--- src/rtl/inv_bist_sequencer_pkg.sv ---
// Shared state encodings and sizing helpers for the hex-inverter BIST sequencer.
package inv_bist_sequencer_pkg;

  typedef enum logic [1:0] {
    ST_IDLE = 2'd0,
    ST_RUN  = 2'd1,
    ST_FIN  = 2'd2
  } state_e;

  // Width of a vector index covering all 2*N+2 test vectors.
  function automatic int vec_w(input int n_gates);
    return $clog2(2 * n_gates + 2);
  endfunction

endpackage

--- src/rtl/inv_bist_sequencer_if.sv ---
// Bundle between sequencer, board test controller and inverter package.
interface inv_bist_sequencer_if
  import inv_bist_sequencer_pkg::*;
#(
  parameter int N_GATES = 6
) ();

  localparam int VEC_W = vec_w(N_GATES);

  logic               START;
  logic [N_GATES-1:0] DUT_Y;
  logic [N_GATES-1:0] DUT_A;
  logic               BUSY;
  logic               DONE;
  logic               PASS;
  logic [VEC_W-1:0]   FAIL_VEC;
  logic [N_GATES-1:0] FAIL_MASK;

  modport master (
    input  START, DUT_Y,
    output DUT_A, BUSY, DONE, PASS, FAIL_VEC, FAIL_MASK
  );

  modport slave (
    output START, DUT_Y,
    input  DUT_A, BUSY, DONE, PASS, FAIL_VEC, FAIL_MASK
  );

endinterface

--- src/rtl/inv_bist_patgen.sv ---
// Combinational test-vector ROM: all-0, all-1, walking one, walking zero.
module inv_bist_patgen #(
  parameter int N_GATES = 6,
  parameter int VEC_W   = 4
) (
  input  logic [VEC_W-1:0]   vec_idx_i,
  output logic [N_GATES-1:0] vec_o
);

  localparam logic [N_GATES-1:0] ONE = N_GATES'(1);

  int idx;

  always_comb begin
    idx   = int'(vec_idx_i);
    vec_o = '0;
    if (idx == 0) begin
      vec_o = '0;
    end else if (idx == 1) begin
      vec_o = '1;
    end else if (idx < 2 + N_GATES) begin
      vec_o = ONE << (idx - 2);
    end else if (idx < 2 + 2 * N_GATES) begin
      vec_o = ~(ONE << (idx - 2 - N_GATES));
    end
  end

endmodule

--- src/rtl/inv_bist_sequencer.sv ---
// BIST sequencer: drives each vector onto the inverter inputs for SETTLE+1 cycles,
// checks Y == ~A on the last cycle, aborts on the first mismatch and holds the result.
module inv_bist_sequencer
  import inv_bist_sequencer_pkg::*;
#(
  parameter int N_GATES = 6,
  parameter int SETTLE  = 2
) (
  input  logic                 CLK,
  input  logic                 RST,
  inv_bist_sequencer_if.master bus
);

  localparam int VEC_W = vec_w(N_GATES);
  localparam int NV    = 2 * N_GATES + 2;

  state_e             state_q, state_d;
  logic [VEC_W-1:0]   vec_idx_q, vec_idx_d;
  logic [3:0]         settle_cnt_q, settle_cnt_d;
  logic [N_GATES-1:0] dut_a_q, dut_a_d;
  logic               done_q, done_d;
  logic               pass_q, pass_d;
  logic [VEC_W-1:0]   fail_vec_q, fail_vec_d;
  logic [N_GATES-1:0] fail_mask_q, fail_mask_d;
  logic [N_GATES-1:0] pat_vec;
  logic [N_GATES-1:0] mismatch;

  inv_bist_patgen #(
    .N_GATES (N_GATES),
    .VEC_W   (VEC_W)
  ) u_patgen (
    .vec_idx_i (vec_idx_d),
    .vec_o     (pat_vec)
  );

  // Case-inequality so an X/Z on a gate output is reported as a fault.
  always_comb begin
    mismatch = '0;
    for (int i = 0; i < N_GATES; i++) begin
      mismatch[i] = (bus.DUT_Y[i] !== ~dut_a_q[i]);
    end
  end

  always_comb begin
    state_d      = state_q;
    vec_idx_d    = vec_idx_q;
    settle_cnt_d = settle_cnt_q;
    done_d       = done_q;
    pass_d       = pass_q;
    fail_vec_d   = fail_vec_q;
    fail_mask_d  = fail_mask_q;
    dut_a_d      = '0;

    case (state_q)
      ST_IDLE, ST_FIN: begin
        if (bus.START) begin
          state_d      = ST_RUN;
          vec_idx_d    = '0;
          settle_cnt_d = '0;
          done_d       = 1'b0;
          pass_d       = 1'b0;
          fail_vec_d   = '0;
          fail_mask_d  = '0;
        end
      end
      ST_RUN: begin
        if (settle_cnt_q == 4'(SETTLE)) begin
          if (mismatch != '0) begin
            state_d     = ST_FIN;
            done_d      = 1'b1;
            pass_d      = 1'b0;
            fail_vec_d  = vec_idx_q;
            fail_mask_d = mismatch;
          end else if (vec_idx_q == VEC_W'(NV - 1)) begin
            state_d     = ST_FIN;
            done_d      = 1'b1;
            pass_d      = 1'b1;
            fail_vec_d  = '0;
            fail_mask_d = '0;
          end else begin
            vec_idx_d    = vec_idx_q + VEC_W'(1);
            settle_cnt_d = '0;
          end
        end else begin
          settle_cnt_d = settle_cnt_q + 4'd1;
        end
      end
      default: state_d = ST_IDLE;
    endcase

    // Vector for the upcoming cycle is registered so DUT_A is glitch-free.
    if (state_d == ST_RUN) begin
      dut_a_d = pat_vec;
    end
  end

  always_ff @(posedge CLK) begin
    if (RST) begin
      state_q      <= ST_IDLE;
      vec_idx_q    <= '0;
      settle_cnt_q <= '0;
      dut_a_q      <= '0;
      done_q       <= 1'b0;
      pass_q       <= 1'b0;
      fail_vec_q   <= '0;
      fail_mask_q  <= '0;
    end else begin
      state_q      <= state_d;
      vec_idx_q    <= vec_idx_d;
      settle_cnt_q <= settle_cnt_d;
      dut_a_q      <= dut_a_d;
      done_q       <= done_d;
      pass_q       <= pass_d;
      fail_vec_q   <= fail_vec_d;
      fail_mask_q  <= fail_mask_d;
    end
  end

  assign bus.DUT_A     = dut_a_q;
  assign bus.BUSY      = (state_q == ST_RUN);
  assign bus.DONE      = done_q;
  assign bus.PASS      = pass_q;
  assign bus.FAIL_VEC  = fail_vec_q;
  assign bus.FAIL_MASK = fail_mask_q;

endmodule

--- src/flat_wrapper.sv ---
// flat-port wrapper written by rule: the top's interface ports become plain ports
module inv_bist_sequencer_flat import inv_bist_sequencer_pkg::*;
#(
  parameter int N_GATES = 6,
  parameter int SETTLE  = 2
)
  (CLK, RST, bus_START, bus_DUT_Y, bus_DUT_A, bus_BUSY, bus_DONE, bus_PASS, bus_FAIL_VEC, bus_FAIL_MASK);
  inv_bist_sequencer_if #(.N_GATES(N_GATES)) bus_i ();
  input  logic CLK;
  input  logic RST;
  input wire logic [$bits(bus_i.START)-1:0] bus_START;
  input wire logic [$bits(bus_i.DUT_Y)-1:0] bus_DUT_Y;
  output wire logic [$bits(bus_i.DUT_A)-1:0] bus_DUT_A;
  output wire logic [$bits(bus_i.BUSY)-1:0] bus_BUSY;
  output wire logic [$bits(bus_i.DONE)-1:0] bus_DONE;
  output wire logic [$bits(bus_i.PASS)-1:0] bus_PASS;
  output wire logic [$bits(bus_i.FAIL_VEC)-1:0] bus_FAIL_VEC;
  output wire logic [$bits(bus_i.FAIL_MASK)-1:0] bus_FAIL_MASK;
  assign bus_i.START = bus_START;
  assign bus_i.DUT_Y = bus_DUT_Y;
  assign bus_DUT_A = bus_i.DUT_A;
  assign bus_BUSY = bus_i.BUSY;
  assign bus_DONE = bus_i.DONE;
  assign bus_PASS = bus_i.PASS;
  assign bus_FAIL_VEC = bus_i.FAIL_VEC;
  assign bus_FAIL_MASK = bus_i.FAIL_MASK;
  inv_bist_sequencer #(.N_GATES(N_GATES), .SETTLE(SETTLE)) u_core (.CLK(CLK), .RST(RST), .bus(bus_i));
endmodule
--- config.mk ---
export PLATFORM = sky130hd
export DESIGN_NAME = inv_bist_sequencer_flat
export DESIGN_NICKNAME = d
export VERILOG_FILES = /design/src/rtl/inv_bist_sequencer_pkg.sv /design/src/rtl/inv_bist_sequencer_if.sv /design/src/rtl/inv_bist_patgen.sv /design/src/rtl/inv_bist_sequencer.sv /design/src/flat_wrapper.sv
export SDC_FILE = /design/constraint.sdc
export NUM_CORES = 1
export LEC_CHECK = 0
export ABC_AREA = 1
export CAP_MARGIN = 20
export CORE_MARGIN = 2
export CORE_UTILIZATION = 30
export CTS_CLUSTER_DIAMETER = 200
export DETAILED_ROUTE_END_ITERATION = 6
export PLACE_DENSITY = 0.6
export RECOVER_POWER = 100
export SYNTH_ARGS = -nofsm -noshare
export SYNTH_HDL_FRONTEND = slang
export SYNTH_HIERARCHICAL = 1
export SYNTH_SLANG_ARGS = --single-unit
--- constraint.sdc ---
create_clock -name CLK -period 2.2 [get_ports CLK]
set_input_delay 0.33 -clock CLK [delete_from_list [all_inputs] [get_ports CLK]]
set_output_delay 0.33 -clock CLK [all_outputs]
set_load 0.005 [all_outputs]
==> impl_results.md <==
- Area Growth Syn to Fin: 47.7%
- Die area: 6880 µm²
- Hpwl dp: 3490 µm
- Outcome: finished with violations
- Initial antenna violation count: 0
- CTS clk-pin slew, worst paths: 0.10 ns
- Leak: 1.19 nW
- Met2 GRT Util: 24.5%
- Grt met3 use: 2.39%
- Vert. Die Dim: 82.9 µm
- RSZ-0062 raised after global routing: yes
- Num ports: 28
- Htree depth: 1
- TritonCTS Buffers: 3
- Post-Layout Cell Count: 423
- Actual slew at the worst max-slew pin: 0.236 ns
- Fillers: 598
- Largest net degree at the start of global routing: 18
- Mapped Nets: 291
- Number of core rows: 28
- Crit Path Class: reg -> reg
- YS warnings: 6
- Pins Over Slew Limit: 0
- Placed cells: 413
- Seq cells post-synth: 28
- Area leader, netlist: dfxtp_1
- CTS max path bufs: 2
- Clock sink count: 28
- Peak supply drop: 0.237 mV
- Clk_lat worst skew: 0.28 ns
- Max Cap Viol: 0
- Diodes inserted: 0
- Multi-input gate area: 1240 µm²
- Via count: 1,925
- WL/cell: 11.4 µm
- Synth top area share: 30.0%
- Min Hold Slack: 0.468 ns
- Commonest non-fill, non-tap cell in the layout: nand2_1
- Total negative setup slack: -0.149 ns
- Antenna-violating nets left: 0
- Ranking of synthesized cells by area: dfxtp_1 30%, nand2_1 16%, inv_1 6.4%
- Synthesized area per cell: 6.77 µm²
- CTS tree: done
- Core Area: 5960 µm²
- Slew headroom: 84.2%
- GR Overflow Total: 0
- Final GP Congestion: 0.882
- Placed cell areas: 2530 µm²
- Failing checks: setup timing
- Most frequent cells in the layout: 68 x nand2_1, 45 x buf_4, 22 x inv_1
- Fraction of layout cells with a size suffix above 1: 39.7%
- Synth Instances: 276
- Final worst path period share: 103%
- Drt pass-1 iters: 4
- Met1 Use GR: 16.4%
- PnR Total Power: 1.17 mW
- Worst-path fanout max: 5
- Nets: 364
- # setup viols final: 5
- Initial cell density of the core: 31.4%
- HP Class: reg -> reg
- Worst setup EP type: flop
- Final Instance Area: 2760 µm²
- Die X: 82.9 µm
- Crit path DAT: 2.44 ns
- Hold Vio Cnt, Final: 0
- Post-DR vias/cell: 4.55
- Min Tclk post-route: 2.26 ns
- Fmax: 0.443 GHz
- Post-synthesis sequential area ratio: 30.0%
- Sequential cell area: 569 µm²
- Most Crowded Layer GR: met2
- Distinct cells, synth: 31
- Global-route wire length before repair: 7950 µm
- Vias in the first global route: 1,859
- # DRC: 0
- Netlist Area Pre-Place: 1870 µm²
- Worst EP required: 2.38 ns
- DRT Wirelength: 4810 µm
- Clock root cell: clkbuf_8
- Critical path launch point type: flop
- GRT Resource Usage Total: 13.6%
- Power Dens Cells: 424 nW/µm²
- Final setup margin: -0.0568 ns
- Final clock skew: 0.00251 ns
- Input/output buffers: 27
- DRT iter0 DRCs: 67
[Yosys cell counts]
cell type and number:
a21oi_2 1, nor3_1 6, nand2_1 79, o21ai_1 2, nand3_1 15, nor2_8 1
clkbuf_1 1, inv_4 1, a21oi_1 17, inv_1 32, nand3_2 2, inv_2 10
buf_2 2, buf_4 1, xnor2_1 2, nand2_4 5, nor2_4 4, nand3_4 2
ha_1 6, buf_6 1, nor2_1 19, o21ai_0 4, nand2_2 8, xor2_1 2
o21ai_4 1, bufinv_8 1, nand4_1 12, or2_2 2, o31ai_1 1, nor2_2 8
dfxtp_1 28
[critical path, stage by stage (launching register included)]
cell	delay, ns
dfxtp_2	0.34
inv_2	0.06
ha_4	0.13
nand2_4	0.05
nor2_4	0.17
nand4_1	0.15
nand2_1	0.11
nand3_2	0.08
nand2_2	0.09
inv_2	0.06
buf_6	0.12
ha_4	0.30
nand2_4	0.07
nor3_2	0.12
nand2_1	0.09
nand2_1	0.06
nand3_1	0.06
inv_1	0.07
nor2_2	0.04
[layer usage]
layer | part of all wire [%] | vias up
met5 | 0 | -
met4 | 0.83 | 0
met3 | 3.1 | 4
met2 | 51 | 36
met1 | 45 | 872
li1 | - | 1013
[kinds of logic after synthesis]
kind of cell	count (synthesis)	share of synthesized area (%)
AND/OR/NAND/NOR	163	44.8
buffers and inverters	49	11.4
XOR/XNOR	4	1.87
flip-flops	28	30.0
adder cells (fa/ha/maj)	6	4.02
AO/OA/AOI/OAI	26	7.90
[flip-flops by register name, summed over array words and instances (netlist names)]
name and flops:
u_core/settle_cnt_q 4, u_core/bus.FAIL_MASK 6, u_core/state_q 2, u_core/bus.DUT_A 6, u_core/vec_idx_q 4, u_core/bus.FAIL_VEC 4, u_core/bus.PASS 1, u_core/bus.DONE 1
[through the flow]
stage	worst slack [ns]	util [%]
final	-0.0568	46.4
after global placement	-0.568	42.6
after CTS	0.00217	45.3
after global routing	-0.235	46.4
after detailed placement	-0.582	42.6
after floorplan	0.00115	-
[report_power, final]
part / internal (mW) / switching [mW] / total [mW]
logic: 0.101 / 0.124 / 0.225
clock network: 0.244 / 0.169 / 0.413
registers: 0.523 / 0.00968 / 0.532
[final timing paths]
kind	slack, ns	from	cells after the start	end
worst max register to register	-0.06	u_core/settle_cnt_q[0]	18	u_core/bus.DUT_A[2]
worst min-delay path	0.47	u_core/settle_cnt_q[3]	2	u_core/settle_cnt_q[3]
worst max-delay path	-0.06	u_core/settle_cnt_q[0]	18	u_core/bus.DUT_A[2]
worst min register to register	0.47	u_core/settle_cnt_q[3]	2	u_core/settle_cnt_q[3]
[layout make-up]
class	instances	area share [%]
sequential	28	20.6
timing repair buffer	73	22.2
clock buffer	3	1.50
clock inverter	1	1.09
tap	75	3.40
inverter	44	6.34
multi-input combinational	199	44.9
[timing repair]
| item | CTS | global route |
|---|---|---|
| resized for setup | 34 | 14 |
| hold buffers | 0 | 0 |
| endpoints found under the setup margin | 6 | 6 |
| pin swaps | 20 | 11 |
| buffers inserted | 3 | 3 |
No activity file was read; power rests on OpenSTA's default activity.
